$ cat src/rtl/if_fetch_stage_if.sv
// Instruction-memory request/acknowledge bus between the fetch stage (master)
// and instruction memory (slave).
interface if_fetch_stage_if;
  logic        req;
  logic [31:0] addr;
  logic        ack;
  logic [31:0] rdata;

  modport master (output req, output addr, input ack, input rdata);
  modport slave  (input req, input addr, output ack, output rdata);
endinterface

$ cat src/rtl/if_fetch_stage.sv
// Instruction-fetch stage: owns the PC, fetches over a req/ack bus and feeds IF/ID.
// Optional performance counters are enabled by defining IF_PERF_CNT_EN.
module if_fetch_stage #(
  parameter logic [31:0] RESET_PC = 32'h0000_3000,
  parameter logic [31:0] NOP_INST = 32'h0000_0000,
  parameter int unsigned PC_STEP  = 4
) (
  input  logic                   clk,
  input  logic                   reset,
  input  logic                   pc_write,
  input  logic                   redirect_en,
  input  logic [31:0]            redirect_pc,
  if_fetch_stage_if.master       imem,
  output logic [31:0]            if_inst,
  output logic [31:0]            if_pc,
  output logic                   if_valid
`ifdef IF_PERF_CNT_EN
  ,
  output logic [31:0]            fetch_cnt,
  output logic [31:0]            stall_cnt
`endif
);

  typedef enum logic [1:0] {IDLE, FETCH, HAVE, DROP} state_t;

  state_t      state, state_next;
  logic [31:0] pc, pc_next;
  logic [31:0] inst_q, inst_next;
  logic [31:0] drop_addr, drop_addr_next;
  logic [31:0] redirect_target;
  logic        unused_redirect_lsbs;

  assign redirect_target      = {redirect_pc[31:2], 2'b00};
  assign unused_redirect_lsbs = ^redirect_pc[1:0];

  always_ff @(posedge clk or posedge reset) begin
    if (reset) begin
      state     <= IDLE;
      pc        <= RESET_PC;
      inst_q    <= NOP_INST;
      drop_addr <= RESET_PC;
    end else begin
      state     <= state_next;
      pc        <= pc_next;
      inst_q    <= inst_next;
      drop_addr <= drop_addr_next;
    end
  end

  always_comb begin
    state_next     = state;
    pc_next        = pc;
    inst_next      = inst_q;
    drop_addr_next = drop_addr;
    imem.req       = 1'b0;
    imem.addr      = pc;
    if_valid       = 1'b0;
    if_inst        = NOP_INST;
    if_pc          = pc;

    case (state)
      IDLE: state_next = FETCH;

      // A redirect without ack leaves the old request in flight; DROP keeps
      // presenting its address until memory answers, then the data is thrown away.
      FETCH: begin
        imem.req = 1'b1;
        if (redirect_en) begin
          pc_next = redirect_target;
          if (!imem.ack) begin
            drop_addr_next = pc;
            state_next     = DROP;
          end
        end else if (imem.ack) begin
          inst_next  = imem.rdata;
          state_next = HAVE;
        end
      end

      HAVE: begin
        if_valid = 1'b1;
        if_inst  = inst_q;
        if (redirect_en) begin
          pc_next    = redirect_target;
          state_next = FETCH;
        end else if (pc_write) begin
          pc_next    = pc + PC_STEP;
          state_next = FETCH;
        end
      end

      DROP: begin
        imem.req  = 1'b1;
        imem.addr = drop_addr;
        if (redirect_en) pc_next = redirect_target;
        if (imem.ack) state_next = FETCH;
      end

      default: state_next = IDLE;
    endcase
  end

`ifdef IF_PERF_CNT_EN
  always_ff @(posedge clk or posedge reset) begin
    if (reset) begin
      fetch_cnt <= '0;
      stall_cnt <= '0;
    end else begin
      if (state == FETCH && imem.ack && !redirect_en && fetch_cnt != '1)
        fetch_cnt <= fetch_cnt + 32'd1;
      if (state == HAVE && !pc_write && stall_cnt != '1)
        stall_cnt <= stall_cnt + 32'd1;
    end
  end
`endif

endmodule

$ cat src/flat_wrapper.sv
// flat-port wrapper written by rule: the top's interface ports become plain ports
module if_fetch_stage_flat 
#(
  parameter logic [31:0] RESET_PC = 32'h0000_3000,
  parameter logic [31:0] NOP_INST = 32'h0000_0000,
  parameter int unsigned PC_STEP  = 4
)
  (clk, reset, pc_write, redirect_en, redirect_pc, if_inst, if_pc, if_valid, imem_req, imem_addr, imem_ack, imem_rdata);
  if_fetch_stage_if imem_i ();
  input  logic clk;
  input  logic reset;
  input  logic pc_write;
  input  logic redirect_en;
  input  logic [31:0] redirect_pc;
  output logic [31:0] if_inst;
  output logic [31:0] if_pc;
  output logic if_valid;
  output wire logic [$bits(imem_i.req)-1:0] imem_req;
  output wire logic [$bits(imem_i.addr)-1:0] imem_addr;
  input wire logic [$bits(imem_i.ack)-1:0] imem_ack;
  input wire logic [$bits(imem_i.rdata)-1:0] imem_rdata;
  assign imem_req = imem_i.req;
  assign imem_addr = imem_i.addr;
  assign imem_i.ack = imem_ack;
  assign imem_i.rdata = imem_rdata;
  if_fetch_stage #(.RESET_PC(RESET_PC), .NOP_INST(NOP_INST), .PC_STEP(PC_STEP)) u_core (.clk(clk), .reset(reset), .pc_write(pc_write), .redirect_en(redirect_en), .redirect_pc(redirect_pc), .imem(imem_i), .if_inst(if_inst), .if_pc(if_pc), .if_valid(if_valid));
endmodule
$ cat config.mk
export PLATFORM = sky130hd
export DESIGN_NAME = if_fetch_stage_flat
export DESIGN_NICKNAME = d
export VERILOG_FILES = /design/src/rtl/if_fetch_stage_if.sv /design/src/rtl/if_fetch_stage.sv /design/src/flat_wrapper.sv
export SDC_FILE = /design/constraint.sdc
export NUM_CORES = 1
export LEC_CHECK = 0
export CAP_MARGIN = 20
export CORE_UTILIZATION = 40
export CTS_CLUSTER_DIAMETER = 80
export CTS_CLUSTER_SIZE = 25
export DETAILED_ROUTE_END_ITERATION = 8
export GPL_TIMING_DRIVEN = 0
export PLACE_DENSITY = 0.78
export REMOVE_ABC_BUFFERS = 1
export SLEW_MARGIN = 30
export SYNTH_ARGS = -nofsm -noshare
export SYNTH_HDL_FRONTEND = slang
export SYNTH_SLANG_ARGS = --single-unit
$ cat constraint.sdc
create_clock -name clk -period 3.2 [get_ports clk]
set_input_delay 0.64 -clock clk [delete_from_list [all_inputs] [get_ports clk]]
set_output_delay 0.64 -clock clk [all_outputs]
set_load 0.03 [all_outputs]
# Word level (Yosys, flattened, before mapping)
# Index checks and enable logic that the tools add are counted.
dict set report op_classes {
  add_sub_neg 1
  n_eq_ne 8
  n_mux 15
  bitwise_logic 2
  n_reduce_logical 7
}
# cell count
set ops {}
lappend ops {{two-way mux 32 bit} 5}
lappend ops {{one-hot mux 32 bit (2 select lines)} 1}
lappend ops {{adder 32 x 3 -> 32 bit, second input constant} 1}
lappend ops {{two-way mux 2 bit} 6}
lappend ops {{!= test 3 bit, second input constant} 3}
lappend ops {{AND reduction 3 bit} 3}
lappend ops {{one-hot mux 2 bit (4 select lines)} 1}
lappend ops {{equality test 2 bit, second input constant} 2}
lappend ops {{AND reduction 4 bit} 1}
lappend ops {{equality test 2 x 1 -> 1 bit, second input constant} 1}
lappend ops {{zero test 2 bit} 1}
lappend ops {{two-way mux 1 bit} 2}
lappend ops {{!= test 2 x 1 -> 1 bit, second input constant} 1}
lappend ops {{!= test 2 bit, second input constant} 1}
lappend ops {{NOT 1 bit} 2}
lappend ops {{nonzero test 2 bit} 1}
lappend ops {{OR reduction 2 bit} 1}
dict set report word_totals {
  register_bits 98
  word_cells 37
}

# Logic depth before layout (Yosys ltp)
dict set report depth {
  depth_word 4
  depth_mapped 7
  mapped_depth_nobuf 5
}

# Worst setup path after synthesis
# Ideal clock, no wire load.
dict set report synth_path {
  kind {flip-flop to output port}
  start {register u_core.state[0]}
  end {output if_inst[22]}
  arrival_time_ns 1.584
  t_required_ns 2.560
  slack_ns 0.976
  path_stages_with_launch 5
  path_buffers 2
  cell_sequence {dfrtp_1 buf_2 nor2b_1 clkbuf_1 and2_1}
}
dict set report synth_between {
  elab_chain_len 2
}
# element line
set synth_rtl {}
lappend synth_rtl {{start, declared} if_fetch_stage.sv:26} ;# state_t state, state_next;
lappend synth_rtl {{start signal, assigned} if_fetch_stage.sv:43} ;# state <= state_next;
lappend synth_rtl {{equality test 2 bit} if_fetch_stage.sv:61} ;# case (state)
lappend synth_rtl {{two-way mux 32 bit} if_fetch_stage.sv:61}
lappend synth_rtl {{end, declared} flat_wrapper.sv:15} ;# output logic [31:0] if_inst;
# No other way between the ends.

# Worst setup path after layout
dict set report layout_path {
  start {register u_core.state[1]}
  end {output if_inst[14]}
}
# The elaborated chain is that of the path after synthesis.

==> metrics.md <==
| Metric | Value |
|---|---|
| Design area | `7250 µm²` |
| IO Pins | `167` |
| Clk_lat worst skew | `approximately 0.35 ns` |
| R2R cell count | `4` |
| Register area share after synthesis | `0.451` |
| Root Buffer | `clkbuf_16` |
| DRC viols | `0` |
| Max Fanout on Critical Path | `19` |
| Synth warnings | `0` |
| Starting Density | `0.413` |
| Peak supply drop | `approximately 0.00033 V` |
| Dpl hpwl | `9880 µm` |
| CTS H-tree depth | `3` |
| Data required, critical path | `2.56 ns` |
| Post-synth EDFFs | `0` |
| Post-Synth XOR/XNOR Area | `0` |
| DIE WIDTH | `116 µm` |
| Vias in the first global route | `4395` |
| Post-synthesis compound-gate area fraction | `0.116` |
| DP Worst Slack | `-0.214 ns` |
| Core ar. | `around 13000 µm²` |
| PD cells | `622 nW/µm²` |
| Initial antenna violation count | `0` |
| Largest family of logic cells by synthesized area | `multiplexers` |
| Final hold violation count | `0` |
| Worst EP arrival | `2.37 ns` |
| Placed Cells | `775` |
| Num rows | `41` |
| Die Area | `13500 µm²` |
| Hold depth | `1` |
| Hold_sp | `u_core.inst_q[25]` |
| Number of DRC markers in iteration 0 | `a little over 200` |
| Worst slew margin | `0.371` |
| Layout cells sized above 1 | `0.192` |
| Reg2reg end | `u_core.if_pc[21]` |
| Post-route setup TNS | `0 ns` |
| Synth Flop Type | `dfrtp_1` |
| Startpoint types | `flip-flop` |
| Crit end category | `output pin` |
| Dpl cell area | `6950 µm²` |
| Setup bufs post-CTS | `0` |
| # clock sinks | `94` |
| Final worst setup slack | `about 0.19 ns` |
| R2r startpoint | `u_core.state[1]` |
| Async S/R FF share, synth | `1.00` |
| Worst clock skew | `between 0.008 and 0.009 ns` |
| Net count, final | `684` |
| Synth Area in Adders | `0.00239` |
| Synth-to-layout area growth | `38.6%` |
| Largest net degree at the start of global routing | `58` |
| Period minus WS final | `3.01 ns` |
| MaxCap Viol Count | `0` |
| CTS clk-pin slew, worst paths | `0.06 ns` |
| Outcome | `completed` |
| Layout Cells excl Fill | `791` |
| Worst Setup Path Type | `flip-flop to output pin` |
| Post-route ant nets | `0` |
| Mux contribution to synthesized area | `0.202` |
| Min-delay worst type | `flip-flop to flip-flop` |
| Total track usage | `0.218` |
| Overall Power | `0.00450 W` |
| 1st-pass router iterations | `5` |
| #FFs+latches synth | `94` |
| CTS tree | `yes` |
| Synth Area per Inst | `10.8 µm²` |
| Fin crit share | `0.941` |
| Clk buf depth | `2` |
| First-pass GRT wire length | `~23000 µm` |
| Post-synthesis cell type count | `66` |
| Max Clk Rate | `0.332 GHz` |
| Setup violators final | `0` |
| Leakage | `2.76 nW` |
| Worst-margin pin slew | `0.943 ns` |
| DR WL/cell | `approximately 18 µm` |
| Placer Congestion | `between 0.8 and 0.9` |
| Final Max Slew Viols | `0` |
| Simple-gate portion of the synthesized area | `0.174` |
| Reg2Reg Setup Slack | `around 0.86 ns` |
| RSZ-0062 raised after global routing | `no` |
| Port buffer count | `160` |
| Worst Hold Path EP | `u_core.inst_q[25]` |
| Routed via count | `4417` |
| Total gr overflow | `0` |
| Syn Inst Count | `482` |
| Chip height | `116 µm` |
| Final WL | `14000 µm` |
| CTS Buf Count | `9` |
| Vias/cell | `5.58` |
| ANT cells | `0` |
| Mapped cell area | `roughly 5200 µm²` |
==> power breakdown <==
group	total (W)	switching [W]	internal (W)
sequential	0.00181	0.000283	0.00153
clock	0.00106	0.000437	0.000627
combinational	0.00163	0.000817	0.000814
==> worst max-delay path by stage <==
stage / start / to / slack, ns / cells after the start
after floorplan: imem_ack / u_core.drop_addr[10] / -0.99 / 2
after global placement: redirect_en / u_core.drop_addr[15] / -3.96 / 3
after detailed placement: redirect_en / u_core.if_pc[9] / -0.21 / 5
after CTS: u_core.state[0] / imem_addr[25] / 0.06 / 3
after global routing: u_core.state[1] / if_inst[14] / 0.11 / 4
final: u_core.state[1] / if_inst[14] / 0.19 / 4
==> logic make-up after synthesis <==
logic type | Yosys count
adders and majority gates | 1
other | 1
DFF | 94
AOI/OAI and AO/OA | 86
buffers and inverters | 51
and+or+nand+nor | 155
muxes | 94
==> Yosys cell counts, types with 2 or more instances <==
cell | instances | share of area
o22ai_1 | 6 | 0.0072
mux2_1 | 14 | 0.030
a211o_1 | 2 | 0.0034
or3_1 | 2 | 0.0024
a32oi_1 | 7 | 0.012
and3_1 | 3 | 0.0036
and4_1 | 5 | 0.0084
buf_6 | 4 | 0.0086
a211oi_1 | 5 | 0.0072
o211ai_1 | 8 | 0.011
a2bb2oi_1 | 6 | 0.010
nand4_1 | 13 | 0.016
a31oi_1 | 4 | 0.0048
a21o_1 | 2 | 0.0029
o311ai_1 | 2 | 0.0034
nor3_1 | 9 | 0.0086
a32o_1 | 2 | 0.0038
buf_4 | 6 | 0.0086
nand3b_1 | 4 | 0.0057
nor4_1 | 5 | 0.0060
clkbuf_4 | 2 | 0.0029
nand2_1 | 23 | 0.017
dfstp_2 | 4 | 0.020
nor2_1 | 21 | 0.015
dfrtp_1 | 90 | 0.43
mux2_2 | 78 | 0.17
mux2i_1 | 2 | 0.0038
buf_2 | 6 | 0.0057
o21ai_0 | 13 | 0.012
a311oi_1 | 3 | 0.0050
and2_1 | 35 | 0.042
o22a_1 | 2 | 0.0034
or4b_1 | 2 | 0.0038
or4_1 | 2 | 0.0029
a21oi_1 | 14 | 0.013
clkbuf_2 | 2 | 0.0019
inv_1 | 2 | 0.0014
nand3_1 | 19 | 0.018
clkbuf_1 | 26 | 0.019
==> through the flow <==
stage | utilization | hold slack [ns]
after global routing | 0.572 | 0.492
after global placement | 0.535 | 0.459
after floorplan | - | 0.449
after CTS | 0.572 | 0.481
final | 0.572 | 0.479
after detailed placement | 0.549 | 0.467
==> sequential cells by signal, indices dropped and copies added, names as in the netlist <==
name and flops:
u_core.drop_addr 30, u_core.state 2, u_core.if_pc 30, u_core.inst_q 32
==> what timing repair did <==
item | 4_1_cts | 5_1_grt
setup endpoints to repair | 30 | 9
resized for setup | 2 | 1
hold buffers | 0 | 0
==> cell type report <==
type	instances	area, µm²
Tap cell	172	215
Clock inverter	2	35.0
Fill cell	1066	5430
Inverter	2	12.5
Timing Repair Buffer	167	1720
Sequential cell	94	2360
Multi-Input combinational cell	340	2650
Clock buffer	14	254
==> worst max-delay path: stages, from the launching register on <==
cell	delay, ns
dfrtp_1	0.56
nor2b_4	0.43
buf_6	0.21
and2_1	0.14
clkdlybuf4s50_1	0.67
==> layout by cell type, fill, tap and decap left out, drive strengths merged, types with 14 or more instances in the layout <==
cell and count:
clkdlybuf4s50 159, mux2 92, dfrtp 90, and2 35, nand2 23, nor2 21
nand3 20, a21oi 14, nand4 14, o21ai 14, clkbuf 14
==> layer usage <==
metal  GRT usage  vias up  wire length (µm)
met5           0        -                 0
met4      0.0897        0               198
met3      0.0607       15              1410
met2       0.363      187              6710
met1       0.266     2174              5710
li1            -     2041                 -
No activity file was read; power rests on OpenSTA's default activity.
